## src/rtl/fp_stim_pkg.sv

```systemverilog
// Shared types and constants for the FP multiply/divide stimulus generator.
package fp_stim_pkg;

    typedef enum logic [2:0] {
        ST_IDLE,
        ST_CORNER,
        ST_RANDOM,
        ST_DRAIN,
        ST_DONE
    } stim_state_t;

    typedef struct packed {
        logic [31:0] a;
        logic [31:0] b;
        logic        sel;
    } corner_vec_t;

    localparam logic [31:0] LFSR_POLY  = 32'h8020_0003;
    localparam logic [31:0] FP_POS_INF = 32'h7F80_0000;
    localparam logic [31:0] FP_ZERO    = 32'h0000_0000;
    localparam logic [31:0] FP_ONE     = 32'h3F80_0000;

    localparam corner_vec_t CORNER_TABLE [8] = '{
        '{FP_ONE,       32'h4000_0000, 1'b0},
        '{32'h7F00_0000, 32'h7F00_0000, 1'b0},
        '{32'h4040_0000, FP_ZERO,       1'b1},
        '{FP_ZERO,      FP_ONE,        1'b0},
        '{32'hBF80_0000, FP_ONE,        1'b0},
        '{32'h0080_0000, 32'h0080_0000, 1'b0},
        '{FP_POS_INF,   FP_POS_INF,    1'b1},
        '{32'h40A0_0000, 32'h4000_0000, 1'b1}
    };

endpackage

```

## src/rtl/fp_lfsr32.sv

```systemverilog
// 32-bit Galois LFSR that advances on step_i; a zero seed is replaced by 1.
module fp_lfsr32
    import fp_stim_pkg::*;
#(
    parameter logic [31:0] SEED = 32'h0000_0001
) (
    input  logic        clk_i,
    input  logic        rst_ni,
    input  logic        step_i,
    output logic [31:0] state_o
);

    localparam logic [31:0] SEED_EFF = (SEED == 32'h0) ? 32'h0000_0001 : SEED;

    logic [31:0] state_q, state_d;

    always_comb begin
        state_d = (state_q >> 1) ^ (state_q[0] ? LFSR_POLY : '0);
    end

    always_ff @(posedge clk_i or negedge rst_ni) begin
        if (!rst_ni) begin
            state_q <= SEED_EFF;
        end else if (step_i) begin
            state_q <= state_d;
        end
    end

    assign state_o = state_q;

endmodule

```

## src/rtl/fp_stim_gen.sv

```systemverilog
// Operand sequencer for the FP mul/div unit: corner burst then LFSR pairs.
// Define FP_STIM_CORNER_EN to synthesize the corner-case phase and table.
module fp_stim_gen
    import fp_stim_pkg::*;
#(
    parameter int unsigned LATENCY     = 1,
    parameter int unsigned NUM_VECTORS = 256,
    parameter logic [31:0] SEED        = 32'hACE1_2024
) (
    input  logic        clk,
    input  logic        arst,
    input  logic        start,
    input  logic        stall,
    output logic [31:0] a,
    output logic [31:0] b,
    output logic        sel,
    output logic        en,
    output logic        chk_strobe,
    output logic [15:0] vec_idx,
    output logic        busy,
    output logic        done
);

    localparam logic [15:0] LAST_IDX = 16'(NUM_VECTORS - 1);
    localparam logic [3:0]  LAT      = 4'(LATENCY);
`ifdef FP_STIM_CORNER_EN
    localparam stim_state_t FIRST_ST = ST_CORNER;
`else
    localparam stim_state_t FIRST_ST = ST_RANDOM;
`endif

    stim_state_t        state_q, state_d;
    logic [31:0]        a_q, a_d, b_q, b_d;
    logic               sel_q, sel_d, en_q, en_d;
    logic [15:0]        vidx_q, vidx_d, cnt_q, cnt_d;
    logic               busy_q, busy_d, done_q, done_d;
    logic [3:0]         drain_q, drain_d;
    logic [LATENCY-1:0] dl_q, dl_d;
    logic [LATENCY:0]   dl_ext;
    logic               step;
    logic [31:0]        lfsr_a, lfsr_b;
`ifdef FP_STIM_CORNER_EN
    corner_vec_t        corner;
`endif

    fp_lfsr32 #(.SEED(SEED)) u_lfsr_a (
        .clk_i(clk), .rst_ni(arst), .step_i(step), .state_o(lfsr_a)
    );

    fp_lfsr32 #(.SEED(~SEED)) u_lfsr_b (
        .clk_i(clk), .rst_ni(arst), .step_i(step), .state_o(lfsr_b)
    );

    always_comb begin
        state_d = state_q;
        a_d     = a_q;
        b_d     = b_q;
        sel_d   = sel_q;
        en_d    = 1'b0;
        vidx_d  = vidx_q;
        cnt_d   = cnt_q;
        busy_d  = busy_q;
        done_d  = 1'b0;
        drain_d = drain_q;
        step    = 1'b0;
        // strobe delay line runs every cycle, regardless of stall
        dl_ext  = {dl_q, en_q};
        dl_d    = dl_ext[LATENCY-1:0];
`ifdef FP_STIM_CORNER_EN
        corner  = CORNER_TABLE[cnt_q[2:0]];
`endif

        case (state_q)
            ST_IDLE: begin
                if (start) begin
                    state_d = FIRST_ST;
                    busy_d  = 1'b1;
                    vidx_d  = '0;
                    cnt_d   = '0;
                end
            end
`ifdef FP_STIM_CORNER_EN
            ST_CORNER: begin
                if (!stall) begin
                    a_d    = corner.a;
                    b_d    = corner.b;
                    sel_d  = corner.sel;
                    en_d   = 1'b1;
                    vidx_d = cnt_q;
                    cnt_d  = cnt_q + 16'd1;
                    if (cnt_q == LAST_IDX) begin
                        state_d = ST_DRAIN;
                        drain_d = '0;
                    end else if (cnt_q[2:0] == 3'd7) begin
                        state_d = ST_RANDOM;
                    end
                end
            end
`endif
            ST_RANDOM: begin
                if (!stall) begin
                    a_d    = lfsr_a;
                    b_d    = lfsr_b;
                    sel_d  = lfsr_a[0] ^ lfsr_b[0];
                    step   = 1'b1;
                    en_d   = 1'b1;
                    vidx_d = cnt_q;
                    cnt_d  = cnt_q + 16'd1;
                    if (cnt_q == LAST_IDX) begin
                        state_d = ST_DRAIN;
                        drain_d = '0;
                    end
                end
            end
            ST_DRAIN: begin
                if (drain_q == LAT) begin
                    state_d = ST_DONE;
                    done_d  = 1'b1;
                    busy_d  = 1'b0;
                end else begin
                    drain_d = drain_q + 4'd1;
                end
            end
            ST_DONE: state_d = ST_IDLE;
            default: state_d = ST_IDLE;
        endcase
    end

    always_ff @(posedge clk or negedge arst) begin
        if (!arst) begin
            state_q <= ST_IDLE;
            a_q     <= '0;
            b_q     <= '0;
            sel_q   <= 1'b0;
            en_q    <= 1'b0;
            vidx_q  <= '0;
            cnt_q   <= '0;
            busy_q  <= 1'b0;
            done_q  <= 1'b0;
            drain_q <= '0;
            dl_q    <= '0;
        end else begin
            state_q <= state_d;
            a_q     <= a_d;
            b_q     <= b_d;
            sel_q   <= sel_d;
            en_q    <= en_d;
            vidx_q  <= vidx_d;
            cnt_q   <= cnt_d;
            busy_q  <= busy_d;
            done_q  <= done_d;
            drain_q <= drain_d;
            dl_q    <= dl_d;
        end
    end

    assign a          = a_q;
    assign b          = b_q;
    assign sel        = sel_q;
    assign en         = en_q;
    assign chk_strobe = dl_q[LATENCY-1];
    assign vec_idx    = vidx_q;
    assign busy       = busy_q;
    assign done       = done_q;

endmodule

```

## config.mk

```make
export PLATFORM = sky130hd
export DESIGN_NAME = fp_stim_gen
export DESIGN_NICKNAME = d
export VERILOG_FILES = /design/src/rtl/fp_stim_pkg.sv /design/src/rtl/fp_lfsr32.sv /design/src/rtl/fp_stim_gen.sv
export SDC_FILE = /design/constraint.sdc
export NUM_CORES = 1
export LEC_CHECK = 0
export BUFFER_PORTS_ARGS = -buffer_cell sky130_fd_sc_hd__buf_2
export CAP_MARGIN = 25
export CORE_MARGIN = 10
export CORE_UTILIZATION = 34
export CTS_CLUSTER_DIAMETER = 80
export DETAILED_ROUTE_END_ITERATION = 12
export PLACE_DENSITY_LB_ADDON = 0.25
export SYNTH_ARGS = -nofsm -noshare
export SYNTH_HDL_FRONTEND = slang
export SYNTH_SLANG_ARGS = --single-unit
```

## constraint.sdc

```tcl
create_clock -name clk -period 2.8 [get_ports clk]
set_input_delay 0.56 -clock clk [delete_from_list [all_inputs] [get_ports clk]]
set_output_delay 0.56 -clock clk [all_outputs]
set_load 0.005 [all_outputs]
```

==> results of run 1 <==
-- Yosys cell counts --
master / count
o22ai_1: 2
nor3_1: 1
a311oi_1: 1
or3_1: 5
nand4_1: 5
inv_1: 3
dfrtp_1: 111
and3_1: 2
a31oi_2: 1
a21oi_1: 10
and3b_1: 1
or3b_2: 1
clkinv_4: 1
and2_1: 1
or4b_1: 1
buf_1: 1
o2111ai_2: 1
nand2b_1: 1
nand2_1: 268
xnor2_1: 8
clkbuf_1: 20
buf_4: 30
or4_1: 5
o2111ai_1: 1
nand3b_1: 2
nor2_1: 10
dfstp_2: 32
xor2_1: 5
nor2_2: 1
o221a_2: 1
o211ai_1: 1
a22o_1: 15
nand3_1: 8
o31ai_1: 3
or2_2: 1
or3b_1: 1
o21ai_0: 13
ha_1: 3
buf_2: 7
and4_1: 4
nor4b_2: 1
-- layer usage --
layer	track usage, %	wire, um	vias to the layer above
met1	15.3	6080	1937
li1	-	-	1997
met2	17.0	5730	83
met5	0	0	-
met4	4.19	127	0
met3	4.29	654	8
-- kinds of logic (layout without fill, tap and decap cells) --
| group | count (synthesis) | after routing |
|---|---|---|
| compound gates | 49 | 49 |
| xor+xnor | 13 | 13 |
| fa+ha+maj | 3 | 3 |
| buf+inv | 62 | 131 |
| flops | 143 | 143 |
| simple gates | 319 | 319 |
-- path summary, 6_finish.rpt --
check,start,endpoint,slack (ns)
min in group clk,en$_DFF_PN0_,chk_strobe$_DFF_PN0_,0.37
min reg2reg,en$_DFF_PN0_,chk_strobe$_DFF_PN0_,0.37
min,arst,a[28]$_DFFE_PN0P_,0.03
max in group asynchronous,arst,u_lfsr_a.state_o[5]$_DFFE_PN1P_,1.91
max,cnt_q[8]$_DFFE_PN0P_,drain_q[1]$_DFFE_PN0P_,0.65
max reg2reg,cnt_q[8]$_DFFE_PN0P_,drain_q[1]$_DFFE_PN0P_,0.65
-- placed cells by master, fill, tap and decap left out, drive strengths merged, types with 7 or more instances in the layout --
cell / count
dfstp: 32
nand3: 8
clkbuf: 18
nor2: 11
dfrtp: 111
o21ai: 13
nand2: 268
a22o: 15
clkinv: 7
buf: 96
xnor2: 8
a21oi: 10
-- critical path, cell delays in order (launching register included) --
cell and delay [ns]:
dfrtp_1 0.46, or4_1 0.53, or4_1 0.57, a31oi_2 0.32
o22ai_1 0.13
-- stage by stage --
stage | hold slack (ns) | total power [mW] | instance area, sq um | util [%]
6_report | 0.0259 | 4.55 | 6830 | 41.0
5_1_grt | 0.0279 | 4.76 | 6830 | 41.0
2_1_floorplan | 0.264 | 2.36 | 5800 | -
3_5_place_dp | 0.357 | 2.50 | 6250 | 37.6
4_1_cts | 0.0292 | 4.61 | 6800 | 40.9
3_3_place_gp | 0.358 | 2.49 | 6250 | 37.6
-- report_power, final --
group          internal (mW)  switching (mW)
Clock                   1.22           0.879
Sequential              2.14          0.0775
Combinational         0.0932           0.149
Total                   3.45            1.11
-- flip-flops by register name (all words and copies together) (netlist names), 3 cells and up --
name              count
a                    13
u_lfsr_a.state_o     32
drain_q               4
u_lfsr_b.state_o     31
b                    23
state_q               3
cnt_q                16
vec_idx              16
-- cell type report --
type / instances / share of cell area, %
clock buffers: 18 / 6.29
multi-input cells: 384 / 26.8
flip-flops and latches: 143 / 53.0
repair buffers: 96 / 7.90
well taps: 220 / 4.03
inverters: 4 / 0.293
clock inverters: 13 / 1.72
==> results.sh, run 1 <==
export IMPL_seq_area_sq_um=3620
export IMPL_max_clock_freq_mhz=464
export IMPL_cp_start_kind="flop"
export IMPL_required_ns=3.08
export IMPL_cts_buffers_inserted=17
export IMPL_ir_drop_mv=0.429
export IMPL_skew_ns=0.00650
export IMPL_ys_types=41
export IMPL_setup_worst_path_end_class="flop"
export IMPL_gp_congestion=0.800
export IMPL_drt_iter0_markers=267
export IMPL_vias=4025
export IMPL_antenna_found_initial=0
export IMPL_synth_compound_area_share_pct=5.95
export IMPL_arrival_ns=2.44
export IMPL_wl_per_cell_um=14.3
export IMPL_reg2reg_depth=4
export IMPL_synth_fp_nets=596
export IMPL_status="complete, no violations"
export IMPL_fp_dieH_um=151
export IMPL_drv_cap=0
export IMPL_layout_nets=653
export IMPL_clk_path_buf_depth=2
export IMPL_setup_viol=0
export IMPL_io_pins=89
export IMPL_syn_inst=589
export IMPL_yosys_area_top_type="dfrtp_1"
export IMPL_path_class="flop to flop"
export IMPL_h_tree_depth=4
export IMPL_cts_tree="done"
export IMPL_place_ws_ns=0.474
export IMPL_portBuffers=88
export IMPL_cts_sinks=143
export IMPL_drt_first_pass_iters=4
export IMPL_worst_slack_ns=0.647
export IMPL_multiInputGateArea_sq_um=1830
export IMPL_wl_mm=12.6
export IMPL_area_growth_pct=17.7
export IMPL_die_w_um=151
export IMPL_fp_dieArea_sq_um=22700
export IMPL_worst_path_max_fanout=8
export IMPL_cts_resized=0
export IMPL_core_sq_um=16600
export IMPL_clock_latency_ns=0.41
export IMPL_p_leak_nw=3.67
export IMPL_dp_cells=846
export IMPL_initial_core_util_pct=34.9
export IMPL_yosysTopAreaCellShare_pct=47.9
export IMPL_yosys_register_bits=143
export IMPL_yosys_mux_area_fraction_pct=0
export IMPL_grt_max_degree=107
export IMPL_dp_hpwl_mm=8.28
export IMPL_grt_remaining_overflow=0
export IMPL_hold_viol=0
export IMPL_worstMarginPinSlew_ns=0.842
export IMPL_synth_xor_area_share_pct=1.96
export IMPL_viasPerCell=4.58
export IMPL_drive_gt1_share_pct=25.4
export IMPL_ys_top_cells_by_area="dfrtp_1 (48%), nand2_1 (17%), dfstp_2 (14%), buf_4 (3.9%), a22o_1 (2.3%)"
export IMPL_path_clk_slew_ns=0.06
export IMPL_grt_pass1_wl_mm=21.0
export IMPL_report_final_slew_viol_count=0
export IMPL_maxSlewHeadroom_pct=43.8
export IMPL_synth_top_family_by_area="simple AND/OR/NAND/NOR gates"
export IMPL_cts_root_buffer="clkbuf_16"
export IMPL_post_cts_buffers=0
export IMPL_diodes=0
export IMPL_grt_pass1_vias=4077
export IMPL_yosys_warnings=0
export IMPL_avgSynthCellArea_sq_um=9.85
export IMPL_seq_area_frac_synth_pct=62.4
export IMPL_power_density_nw_per_um2=667
export IMPL_min_period_ns=2.15
export IMPL_cts_hold_buf=0
export IMPL_synthSimpleGateAreaFrac_pct=22.9
export IMPL_drtAntennaViolNets=0
export IMPL_hp_class="primary input to async pin"
export IMPL_track_usage_pct=11.6
export IMPL_setup_tns_ns=0
export IMPL_rsz0062_at_grt="no"
export IMPL_syn_area_sq_um=5800
export IMPL_route_detailed_drc=0
export IMPL_fin_crit_sh_pct=76.9
export IMPL_stdcell_count=878
export IMPL_placementRows=47
export IMPL_synthAdderAreaFrac_pct=0.647
export IMPL_nFillCells=1644
(Power assumes the default switching activity.)
==> run 2, diff against run 1 <==
clock period = 2.2 ns   (was 2.8 ns; I/O delays follow)
==> results.sh, run 2 (synthesis gave the netlist of run 1 again) <==
export IMPL_hold_viol=0
export IMPL_path_class="flop to flop"
export IMPL_drtAntennaViolNets=0
export IMPL_vias=4113
export IMPL_whs_path_depth=3
export IMPL_clock_latency_ns=0.41
export IMPL_path_cells="or4_1 > or4_1 > a31oi_2 > o22ai_1"
export IMPL_gp_congestion=0.811
export IMPL_grt_pass1_wl_mm=21.6
export IMPL_antenna_found_initial=0
export IMPL_layout_nets=662
export IMPL_fp_dieH_um=151
export IMPL_skew_ns=0.00688
export IMPL_drive_gt1_share_pct=26.2
export IMPL_max_clock_freq_mhz=481
export IMPL_cts_sinks=143
export IMPL_core_sq_um=16600
export IMPL_power_density_nw_per_um2=901
export IMPL_min_period_ns=2.08
export IMPL_power_mw=6.32
export IMPL_grt_remaining_overflow=0
export IMPL_fp_dieArea_sq_um=22700
export IMPL_maxSlewHeadroom_pct=61.3
export IMPL_ir_drop_mv=0.569
export IMPL_final_core_util_pct=42.1
export IMPL_portBuffers=88
export IMPL_clk_path_buf_depth=2
export IMPL_report_final_slew_viol_count=0
export IMPL_reg2reg_depth=4
export IMPL_wl_per_cell_um=14.5
export IMPL_drt_first_pass_iters=4
export IMPL_largest_reg_flops=32
export IMPL_setup_viol=0
export IMPL_worst_path_max_fanout=5
export IMPL_cpMostUsedCell="or4_1"
export IMPL_post_cts_buffers=0
export IMPL_die_w_um=151
export IMPL_cts_buffers_inserted=17
export IMPL_placementRows=47
export IMPL_path_clk_slew_ns=0.06
export IMPL_critical_path_max_stage_delay_ns=0.56
export IMPL_diodes=0
export IMPL_worstMarginPinSlew_ns=0.580
export IMPL_arrival_ns=2.35
export IMPL_cts_tree="done"
export IMPL_fin_crit_sh_pct=94.5
export IMPL_route_detailed_drc=0
export IMPL_layout_common_cells="nand2_1 (268), dfrtp_1 (111), buf_2 (87)"
export IMPL_drv_cap=0
export IMPL_setup_worst_path_end_class="flop"
export IMPL_rsz0062_at_grt="no"
export IMPL_drt_iter0_markers=306
export IMPL_area_growth_pct=20.8
export IMPL_p_leak_nw=3.78
export IMPL_status="complete, no violations"
export IMPL_required_ns=2.47
export IMPL_wl_mm=12.9
export IMPL_final_common_cell="nand2_1"
export IMPL_crit_slowest_cell="or4_1"
export IMPL_grt_max_degree=60
export IMPL_track_usage_pct=11.9
export IMPL_viasPerCell=4.64
export IMPL_cts_resized=0
export IMPL_cp_start_kind="flop"
export IMPL_grt_pass1_vias=4151
export IMPL_io_pins=89
export IMPL_initial_core_util_pct=34.9
export IMPL_cts_root_buffer="clkbuf_16"
export IMPL_hp_class="primary input to flop"
export IMPL_nFillCells=1615
export IMPL_setup_tns_ns=0
export IMPL_h_tree_depth=4
export IMPL_dp_hpwl_mm=8.55
[run 2: changes by cell type in the layout (fill, tap and decap cells not counted), sizes merged]
cell | previous run | this run
bufinv | 1 | 5
buf | 96 | 104
clkinvlp | 5 | 0
clkinv | 7 | 5
clkbuf | 18 | 21
dlygate4sd3 | 0 | 1
[run 2: final timing paths]
check                                      start                          endpoint  slack, ns
setup / recovery           cnt_q[14]$_DFFE_PN0P_            drain_q[1]$_DFFE_PN0P_       0.12
hold / removal                             start            state_q[1]$_DFFE_PN0P_       0.32
setup reg to reg           cnt_q[14]$_DFFE_PN0P_            drain_q[1]$_DFFE_PN0P_       0.12
hold reg to reg                     en$_DFF_PN0_              chk_strobe$_DFF_PN0_       0.38
max in group asynchronous                   arst  u_lfsr_a.state_o[16]$_DFFE_PN1P_       0.97
min in group asynchronous                   arst  u_lfsr_a.state_o[25]$_DFFE_PN0P_       0.53
[run 2: routing by layer]
metal	vias to the layer above	wire, um	GRT usage [%]	share of wire, %
li1	2004	-	-	-
met1	1990	6090	15.5	47
met2	96	5780	17.7	45
met3	23	705	3.60	5.5
met4	0	306	5.58	2.4
met5	-	0	0	0
[run 2: layout make-up]
class	instances	area [sq um]	area share [%]
clock buffers	21	470	6.71
clock inverters	10	183	2.61
inverters	4	20.0	0.286
multi-input cells	384	1830	26.1
flip-flops and latches	143	3620	51.6
well taps	220	275	3.93
repair buffers	105	614	8.76
[run 2: timing repair]
| action | 4_1_cts | 5_1_grt |
|---|---|---|
| hold buffers | 1 | 0 |
| endpoints found under the hold margin | 29 | 0 |
| setup endpoints to repair | 0 | 0 |
[run 2: where the power goes]
part / internal, mW / leakage, nW / total, mW / switching [mW]
Clock: 2.10 / 0.323 / 3.18 / 1.08
Combinational: 0.124 / 1.64 / 0.317 / 0.193
Sequential: 2.72 / 1.82 / 2.82 / 0.0979
[run 2: metrics by stage]
step / cells / setup WS, ns / hold slack [ns] / instance area, sq um
after floorplan: 589 / 0.244 / 0.144 / 5800
after global placement: 855 / 0.125 / 0.364 / 6350
after global routing: 887 / 0.0286 / 0.337 / 7010
final: 887 / 0.121 / 0.324 / 7010
after detailed placement: 855 / 0.105 / 0.371 / 6350
after CTS: 887 / 0.111 / 0.304 / 7010
[run 2: worst max-delay path, delay by kind of cell (launching register included)]
| family | cells | cell delay [ns] |
|---|---|---|
| AO/OA/AOI/OAI | 2 | 0.47 |
| flip-flops | 1 | 0.43 |
| AND/OR/NAND/NOR | 2 | 1.05 |
